[config.mk]
export PLATFORM = sky130hd
export DESIGN_NAME = pll_apb_reconfig
export DESIGN_NICKNAME = d
export VERILOG_FILES = /design/src/rtl/pll_apb_reconfig_pkg.sv /design/src/rtl/pll_lock_sync.sv /design/src/rtl/pll_apb_reconfig.sv
export SDC_FILE = /design/constraint.sdc
export NUM_CORES = 1
export LEC_CHECK = 0
export CORE_MARGIN = 4
export CORE_UTILIZATION = 51
export DETAILED_ROUTE_END_ITERATION = 7
export GPL_TIMING_DRIVEN = 0
export PLACE_DENSITY = 0.83
export SETUP_SLACK_MARGIN = 0.05
export SLEW_MARGIN = 40
export SYNTH_ARGS = -nofsm -noshare
export SYNTH_HDL_FRONTEND = slang
export SYNTH_SLANG_ARGS = --single-unit
export TNS_END_PERCENT = 50
[constraint.sdc]
create_clock -name apb_clk -period 2.33 [get_ports apb_clk]
set_input_delay 0.3495 -clock apb_clk [delete_from_list [all_inputs] [get_ports apb_clk]]
set_output_delay 0.3495 -clock apb_clk [all_outputs]
set_load 0.02 [all_outputs]
[src/rtl/pll_apb_reconfig_pkg.sv]
// Shared types and constants for the PLL APB reconfiguration initiator.
// Latency: n/a (declarations only).
// Backpressure: n/a.
package pll_apb_reconfig_pkg;

    localparam int ADDR_W_DEF        = 5;
    localparam int DATA_W_DEF        = 16;
    localparam int READY_TIMEOUT_DEF = 64;
    localparam int RST_HOLD_DEF      = 16;
    localparam int LOCK_STABLE_DEF   = 3;
    localparam int LOCK_TIMEOUT_DEF  = 4096;

    typedef enum logic [2:0] {
        S_IDLE,
        S_RD_SETUP,
        S_RD_ACCESS,
        S_WR_SETUP,
        S_WR_ACCESS,
        S_RST_HOLD,
        S_WAIT_LOCK,
        S_RESP
    } state_t;

    localparam logic [1:0] ERR_OK      = 2'b00;
    localparam logic [1:0] ERR_APB_TO  = 2'b01;
    localparam logic [1:0] ERR_LOCK_TO = 2'b10;

endpackage

[src/rtl/pll_lock_sync.sv]
// Synchronises the asynchronous PLL lock and qualifies it as stable lock.
// Latency: locked rises in the LOCK_STABLE-th consecutive synced-high cycle, falls with the synced value.
// Backpressure: none; free-running monitor.
// Ports: apb_clk/rst clock and sync reset; pll_lock raw lock; locked qualified lock; lock_fall one-cycle pulse when locked drops.
module pll_lock_sync #(
    parameter int LOCK_STABLE = 3
) (
    input  logic apb_clk,
    input  logic rst,
    input  logic pll_lock,
    output logic locked,
    output logic lock_fall
);

    localparam int CW = $clog2(LOCK_STABLE + 1);

    logic          sync1;
    logic          sync2;
    logic          locked_d;
    logic [CW-1:0] run_cnt;

    // run_cnt counts how many earlier cycles sync2 has been high in a row,
    // so the current high cycle completes the run when it reaches LOCK_STABLE-1.
    // Gating with sync2 makes locked fall in the same cycle the synced lock drops.
    assign locked    = sync2 && (run_cnt >= CW'(LOCK_STABLE - 1));
    assign lock_fall = locked_d && !locked;

    always_ff @(posedge apb_clk) begin
        if (rst) begin
            sync1    <= 1'b0;
            sync2    <= 1'b0;
            run_cnt  <= '0;
            locked_d <= 1'b0;
        end else begin
            sync1    <= pll_lock;
            sync2    <= sync1;
            locked_d <= locked;
            if (!sync2) begin
                run_cnt <= '0;
            end else if (run_cnt < CW'(LOCK_STABLE - 1)) begin
                run_cnt <= run_cnt + 1'b1;
            end
        end
    end

endmodule

[src/rtl/pll_apb_reconfig.sv]
// APB initiator for the PLL reconfiguration port: read, write, read-modify-write, optional relock.
// Latency: read/plain write respond 3 cycles after accept, RMW 5; +1 per APB wait state; relock adds hold + lock time.
// Backpressure: req_ready only in IDLE; APB waits bounded by READY_TIMEOUT, relock by LOCK_TIMEOUT.
// Ports: req_* request handshake; rsp_* one-cycle completion; apb_* requester side;
//        pll_rst/pll_lock PLL control; locked qualified lock; lock_lost sticky unexpected-loss flag.
module pll_apb_reconfig
    import pll_apb_reconfig_pkg::*;
#(
    parameter int ADDR_W        = ADDR_W_DEF,
    parameter int DATA_W        = DATA_W_DEF,
    parameter int READY_TIMEOUT = READY_TIMEOUT_DEF,
    parameter int RST_HOLD      = RST_HOLD_DEF,
    parameter int LOCK_STABLE   = LOCK_STABLE_DEF,
    parameter int LOCK_TIMEOUT  = LOCK_TIMEOUT_DEF
) (
    input  logic              apb_clk,
    input  logic              rst,
    input  logic              req_valid,
    output logic              req_ready,
    input  logic              req_write,
    input  logic [ADDR_W-1:0] req_addr,
    input  logic [DATA_W-1:0] req_wdata,
    input  logic [DATA_W-1:0] req_mask,
    input  logic              req_relock,
    output logic              rsp_valid,
    output logic [DATA_W-1:0] rsp_rdata,
    output logic [1:0]        rsp_err,
    output logic              busy,
    output logic [ADDR_W-1:0] apb_addr,
    output logic              apb_sel,
    output logic              apb_en,
    output logic              apb_write,
    output logic [DATA_W-1:0] apb_wdata,
    input  logic [DATA_W-1:0] apb_rdata,
    input  logic              apb_ready,
    output logic              pll_rst,
    input  logic              pll_lock,
    output logic              locked,
    output logic              lock_lost
);

    // One counter serves the access timeout, reset hold and lock timeout.
    localparam int CNT_MAX = (LOCK_TIMEOUT > READY_TIMEOUT)
                           ? ((LOCK_TIMEOUT > RST_HOLD) ? LOCK_TIMEOUT : RST_HOLD)
                           : ((READY_TIMEOUT > RST_HOLD) ? READY_TIMEOUT : RST_HOLD);
    localparam int CNT_W = $clog2(CNT_MAX + 1);

    state_t            state;
    logic [CNT_W-1:0]  cnt;
    logic [DATA_W-1:0] wdata_q;
    logic [DATA_W-1:0] mask_q;
    logic [DATA_W-1:0] rdata_q;
    logic              rmw_q;
    logic              relock_q;
    logic              lock_fall;
    logic              accept;

    assign accept = req_valid && req_ready;

    pll_lock_sync #(
        .LOCK_STABLE(LOCK_STABLE)
    ) u_lock_sync (
        .apb_clk  (apb_clk),
        .rst      (rst),
        .pll_lock (pll_lock),
        .locked   (locked),
        .lock_fall(lock_fall)
    );

    always_ff @(posedge apb_clk) begin
        if (rst) begin
            state     <= S_IDLE;
            cnt       <= '0;
            wdata_q   <= '0;
            mask_q    <= '0;
            rdata_q   <= '0;
            rmw_q     <= 1'b0;
            relock_q  <= 1'b0;
            req_ready <= 1'b0;
            rsp_valid <= 1'b0;
            rsp_rdata <= '0;
            rsp_err   <= ERR_OK;
            busy      <= 1'b0;
            apb_addr  <= '0;
            apb_sel   <= 1'b0;
            apb_en    <= 1'b0;
            apb_write <= 1'b0;
            apb_wdata <= '0;
            pll_rst   <= 1'b0;
            lock_lost <= 1'b0;
        end else begin
            rsp_valid <= 1'b0;

            // Lock drops during relock are expected; setting wins over clearing.
            if (lock_fall && state != S_RST_HOLD && state != S_WAIT_LOCK) begin
                lock_lost <= 1'b1;
            end else if (accept) begin
                lock_lost <= 1'b0;
            end

            case (state)
                S_IDLE: begin
                    req_ready <= 1'b1;
                    if (accept) begin
                        req_ready <= 1'b0;
                        busy      <= 1'b1;
                        apb_addr  <= req_addr;
                        apb_sel   <= 1'b1;
                        apb_en    <= 1'b0;
                        cnt       <= '0;
                        wdata_q   <= req_wdata;
                        mask_q    <= req_mask;
                        rdata_q   <= '0;
                        relock_q  <= req_write && req_relock;
                        rmw_q     <= req_write && (req_mask != '1);
                        if (req_write && (req_mask == '1)) begin
                            apb_write <= 1'b1;
                            apb_wdata <= req_wdata;
                            state     <= S_WR_SETUP;
                        end else begin
                            apb_write <= 1'b0;
                            state     <= S_RD_SETUP;
                        end
                    end
                end

                S_RD_SETUP: begin
                    apb_en <= 1'b1;
                    state  <= S_RD_ACCESS;
                end

                S_WR_SETUP: begin
                    apb_en <= 1'b1;
                    state  <= S_WR_ACCESS;
                end

                S_RD_ACCESS: begin
                    if (apb_ready) begin
                        apb_en  <= 1'b0;
                        rdata_q <= apb_rdata;
                        cnt     <= '0;
                        if (rmw_q) begin
                            // Keep sel high: the write setup phase follows directly.
                            apb_write <= 1'b1;
                            apb_wdata <= (apb_rdata & ~mask_q) | (wdata_q & mask_q);
                            state     <= S_WR_SETUP;
                        end else begin
                            apb_sel   <= 1'b0;
                            rsp_rdata <= apb_rdata;
                            rsp_err   <= ERR_OK;
                            rsp_valid <= 1'b1;
                            state     <= S_RESP;
                        end
                    end else if (cnt == CNT_W'(READY_TIMEOUT - 1)) begin
                        apb_sel   <= 1'b0;
                        apb_en    <= 1'b0;
                        rsp_rdata <= rdata_q;
                        rsp_err   <= ERR_APB_TO;
                        rsp_valid <= 1'b1;
                        state     <= S_RESP;
                    end else begin
                        cnt <= cnt + 1'b1;
                    end
                end

                S_WR_ACCESS: begin
                    if (apb_ready) begin
                        apb_sel   <= 1'b0;
                        apb_en    <= 1'b0;
                        apb_write <= 1'b0;
                        cnt       <= '0;
                        if (relock_q) begin
                            pll_rst <= 1'b1;
                            state   <= S_RST_HOLD;
                        end else begin
                            rsp_rdata <= rdata_q;
                            rsp_err   <= ERR_OK;
                            rsp_valid <= 1'b1;
                            state     <= S_RESP;
                        end
                    end else if (cnt == CNT_W'(READY_TIMEOUT - 1)) begin
                        apb_sel   <= 1'b0;
                        apb_en    <= 1'b0;
                        apb_write <= 1'b0;
                        rsp_rdata <= rdata_q;
                        rsp_err   <= ERR_APB_TO;
                        rsp_valid <= 1'b1;
                        state     <= S_RESP;
                    end else begin
                        cnt <= cnt + 1'b1;
                    end
                end

                S_RST_HOLD: begin
                    if (cnt == CNT_W'(RST_HOLD - 1)) begin
                        pll_rst <= 1'b0;
                        cnt     <= '0;
                        state   <= S_WAIT_LOCK;
                    end else begin
                        cnt <= cnt + 1'b1;
                    end
                end

                S_WAIT_LOCK: begin
                    if (locked) begin
                        rsp_rdata <= rdata_q;
                        rsp_err   <= ERR_OK;
                        rsp_valid <= 1'b1;
                        state     <= S_RESP;
                    end else if (cnt == CNT_W'(LOCK_TIMEOUT - 1)) begin
                        rsp_rdata <= rdata_q;
                        rsp_err   <= ERR_LOCK_TO;
                        rsp_valid <= 1'b1;
                        state     <= S_RESP;
                    end else begin
                        cnt <= cnt + 1'b1;
                    end
                end

                S_RESP: begin
                    busy      <= 1'b0;
                    req_ready <= 1'b1;
                    state     <= S_IDLE;
                end

                default: begin
                    state <= S_IDLE;
                end
            endcase
        end
    end

endmodule

==> results_dict.tcl, run 1 <==
set metrics [dict create \
    grtUsageMet1_pct 34.0 \
    tightest_slew_ps 683 \
    synth_nets 692 \
    drt_wl_total_um 16800 \
    grt-ovfl-total 0 \
    cp_max_fo 5 \
    cts_resized 3 \
    use_met3_pct 8.47 \
    synth_edf_count 0 \
    drtAntennaViolNets 0 \
    startpoint_type "flip-flop" \
    postCtsSetupBuffers 0 \
    ir_drop_mv 0.487 \
    hold_viol 0 \
    clkLatencyLatePin_ps 540 \
    drt_pass1_iterations 5 \
    start_util_pct 52.9 \
    holdPathStages 3 \
    cts_tree "built" \
    hpwl_um 11800 \
    grt_max_degree 17 \
    slew_viol_final 0 \
    gr-max-usage-layer "met2" \
    final_cells 900 \
    diodes 0 \
    fin_ws_ps 150 \
    hold_path.class "in2reg" \
    layout_commonest_cell "nand2_1" \
    outcome "complete, no violations" \
    nets 818 \
    period_share_pct 93.6 \
    crit_arrival_ps 1830 \
    cts_max_level 4 \
    grt_util_met2_pct 47.5 \
    gp_congestion 0.938 \
    coreArea_um2 9860 \
    critPathKind "reg2out" \
    worst_hold_slack_ps 366 \
    drc 0 \
    via_per_inst 6.10 \
    synth.distinct_cells 61 \
    grt_pass1_wl_um 26500 \
    placed_cells 870 \
    final_cell_mix "nand2_1 (146), dfxtp_1 (118), clkdlybuf4s50_1 (106), a21oi_1 (97), nand3_1 (24)" \
    setup-violations-final 0 \
    cts_root_buffer "clkbuf_8" \
    intPower_mw 4.31 \
    relSlewSlack_pct 54.4 \
    finClkSkew_ps 6.71 \
    p_comb_share_pct 14.4 \
    wl_per_cell_um 18.6 \
    clkTransAtPathRegs_ps 60 \
    fin_util_pct 72.5 \
    clockBufferDepth 2 \
    rows 36 \
    grt_pass1_vias 5515 \
    ioPinCount 108 \
    p_sw_share_pct 25.8 \
    yosys_warnings 0 \
    synth_area_um2 5220 \
    yosysSeqAreaShare_pct 45.3 \
    synth_cells 630 \
    fin_crit_ps 2180 \
    clock.fmax_mhz 459 \
    seqPwrFrac_pct 37.7 \
    design_area_um2 7150 \
    synth_area_per_cell_um2 8.29 \
    pre_cts_ws_ps -250 \
    drtIter0Drc 404 \
    vias 5494 \
    crit_required_ps 1980 \
    grt_antenna_before_repair 0 \
    p_leak_nw 2.39 \
    ys_async_sr_fraction_pct 0 \
    synth_ff_type "dfxtp_1" \
    die_h_um 109 \
    hold_buffers 0 \
    drive_gt1_share_pct 9.65 \
    rsz0062_at_grt "false" \
    numCtsBuffers 17 \
    end_kind "output port" \
    powerDensity_nw_per_um2 812 \
    ys_seq_elements 118 \
    die_w_um 109 \
    port_buffers 107 \
    power_frac_clock_pct 47.9 \
    syn_to_final_growth_pct 36.9 \
    cts_sinks 118 \
    drv_cap 0 \
    track_usage_pct 28.6 \
    reg2regPathDepth 7 \
    switching_power_mw 1.50 \
    die_area_um2 11900 \
    place_area_um2 6460 \
]
## flip-flops by register name, indices dropped and copies added (netlist names), 2 cells and up
signal and cells:
u_lock_sync.run_cnt 2, rdata_q 16, cnt 13, rsp_err 2, apb_addr 5, mask_q 16
state 3, apb_wdata 16, wdata_q 16, rsp_rdata 16
## power groups by stage
stage	Clock (mW)	Sequential (mW)	Combinational, mW
3_5_place_dp	0	2.22	0.807
6_report	2.78	2.19	0.837
4_1_cts	2.79	2.18	0.820
5_1_grt	2.89	2.19	0.905
3_3_place_gp	0	2.22	0.788
2_1_floorplan	0	2.25	0.435
## metrics by stage
step                total power [mW]  setup TNS (ps)
floorplan                       2.68               0
global placement                3.01           -3480
detailed placement              3.03           -4790
CTS                             5.79               0
global route                    5.99               0
finish                          5.80               0
## metal layers
layer  vias up  routed length (um)
li1       2527                   -
met1      2614                6580
met2       306                8190
met3        47                1490
met4         0                 506
met5         -                   0
## cells by family after synthesis
| family | Yosys count | synth area share, % |
|---|---|---|
| mux | 17 | 3.28 |
| simple gates | 245 | 21.8 |
| flops | 118 | 45.3 |
| buf+inv | 51 | 4.55 |
| xor+xnor | 2 | 0.336 |
| compound gates | 194 | 24.1 |
| fa+ha+maj | 3 | 0.671 |
## path summary, 6_finish.rpt
kind | slack [ps] | from | to
hold / removal | 370 | req_addr[1] | apb_addr[1]
hold reg to reg | 440 | u_lock_sync.sync1 | u_lock_sync.sync2
setup / recovery | 150 | u_lock_sync.run_cnt[0] | locked
setup reg to reg | 190 | cnt[0] | rsp_rdata[2]
## layout make-up
class / count / area, um2
tap: 133 / 166
buffer: 43 / 209
inverter: 8 / 30.0
clock inverter: 8 / 145
timing repair buffer: 107 / 1070
fill: 709 / 2720
multi-input combinational: 461 / 2680
sequential: 118 / 2360
clock buffer: 22 / 483
## worst max-delay path, stage by stage, from the launching register on
cell and delay [ps]:
dfxtp_1 350, inv_1 50, ha_1 240, o21ai_4 220, inv_1 110, dlygate4sd2_1 330
## synthesized netlist by cell type, types with 3 or more instances
master	count	area, um2
nand2_1	146	548
dfxtp_1	118	2360
a21oi_1	97	485
nand3_1	25	125
clkbuf_1	23	86.3
nor2_1	19	71.3
o2bb2ai_1	17	149
a22oi_1	16	120
buf_2	16	80.1
mux2i_1	16	160
o211ai_1	16	120
o31ai_1	11	82.6
or4_1	11	82.6
o21ai_0	9	45.0
inv_1	8	30.0
nand4_1	8	50.1
nor2b_1	8	50.1
nor3_1	5	25.0
and2_1	4	25.0
and3_1	4	25.0
buf_6	3	33.8
No activity file was read; power rests on OpenSTA's default activity.
==> run 2: changes to the inputs <==
--- a/config.mk
+++ b/config.mk
@@ -11,7 +11,6 @@
 export GPL_TIMING_DRIVEN = 0
 export PLACE_DENSITY = 0.83
 export SETUP_SLACK_MARGIN = 0.05
-export SLEW_MARGIN = 40
 export SYNTH_ARGS = -nofsm -noshare
 export SYNTH_HDL_FRONTEND = slang
 export SYNTH_SLANG_ARGS = --single-unit
==> results of run 2 <==
Same layout as run 1: the final DEF is identical, and so are final timing and power.
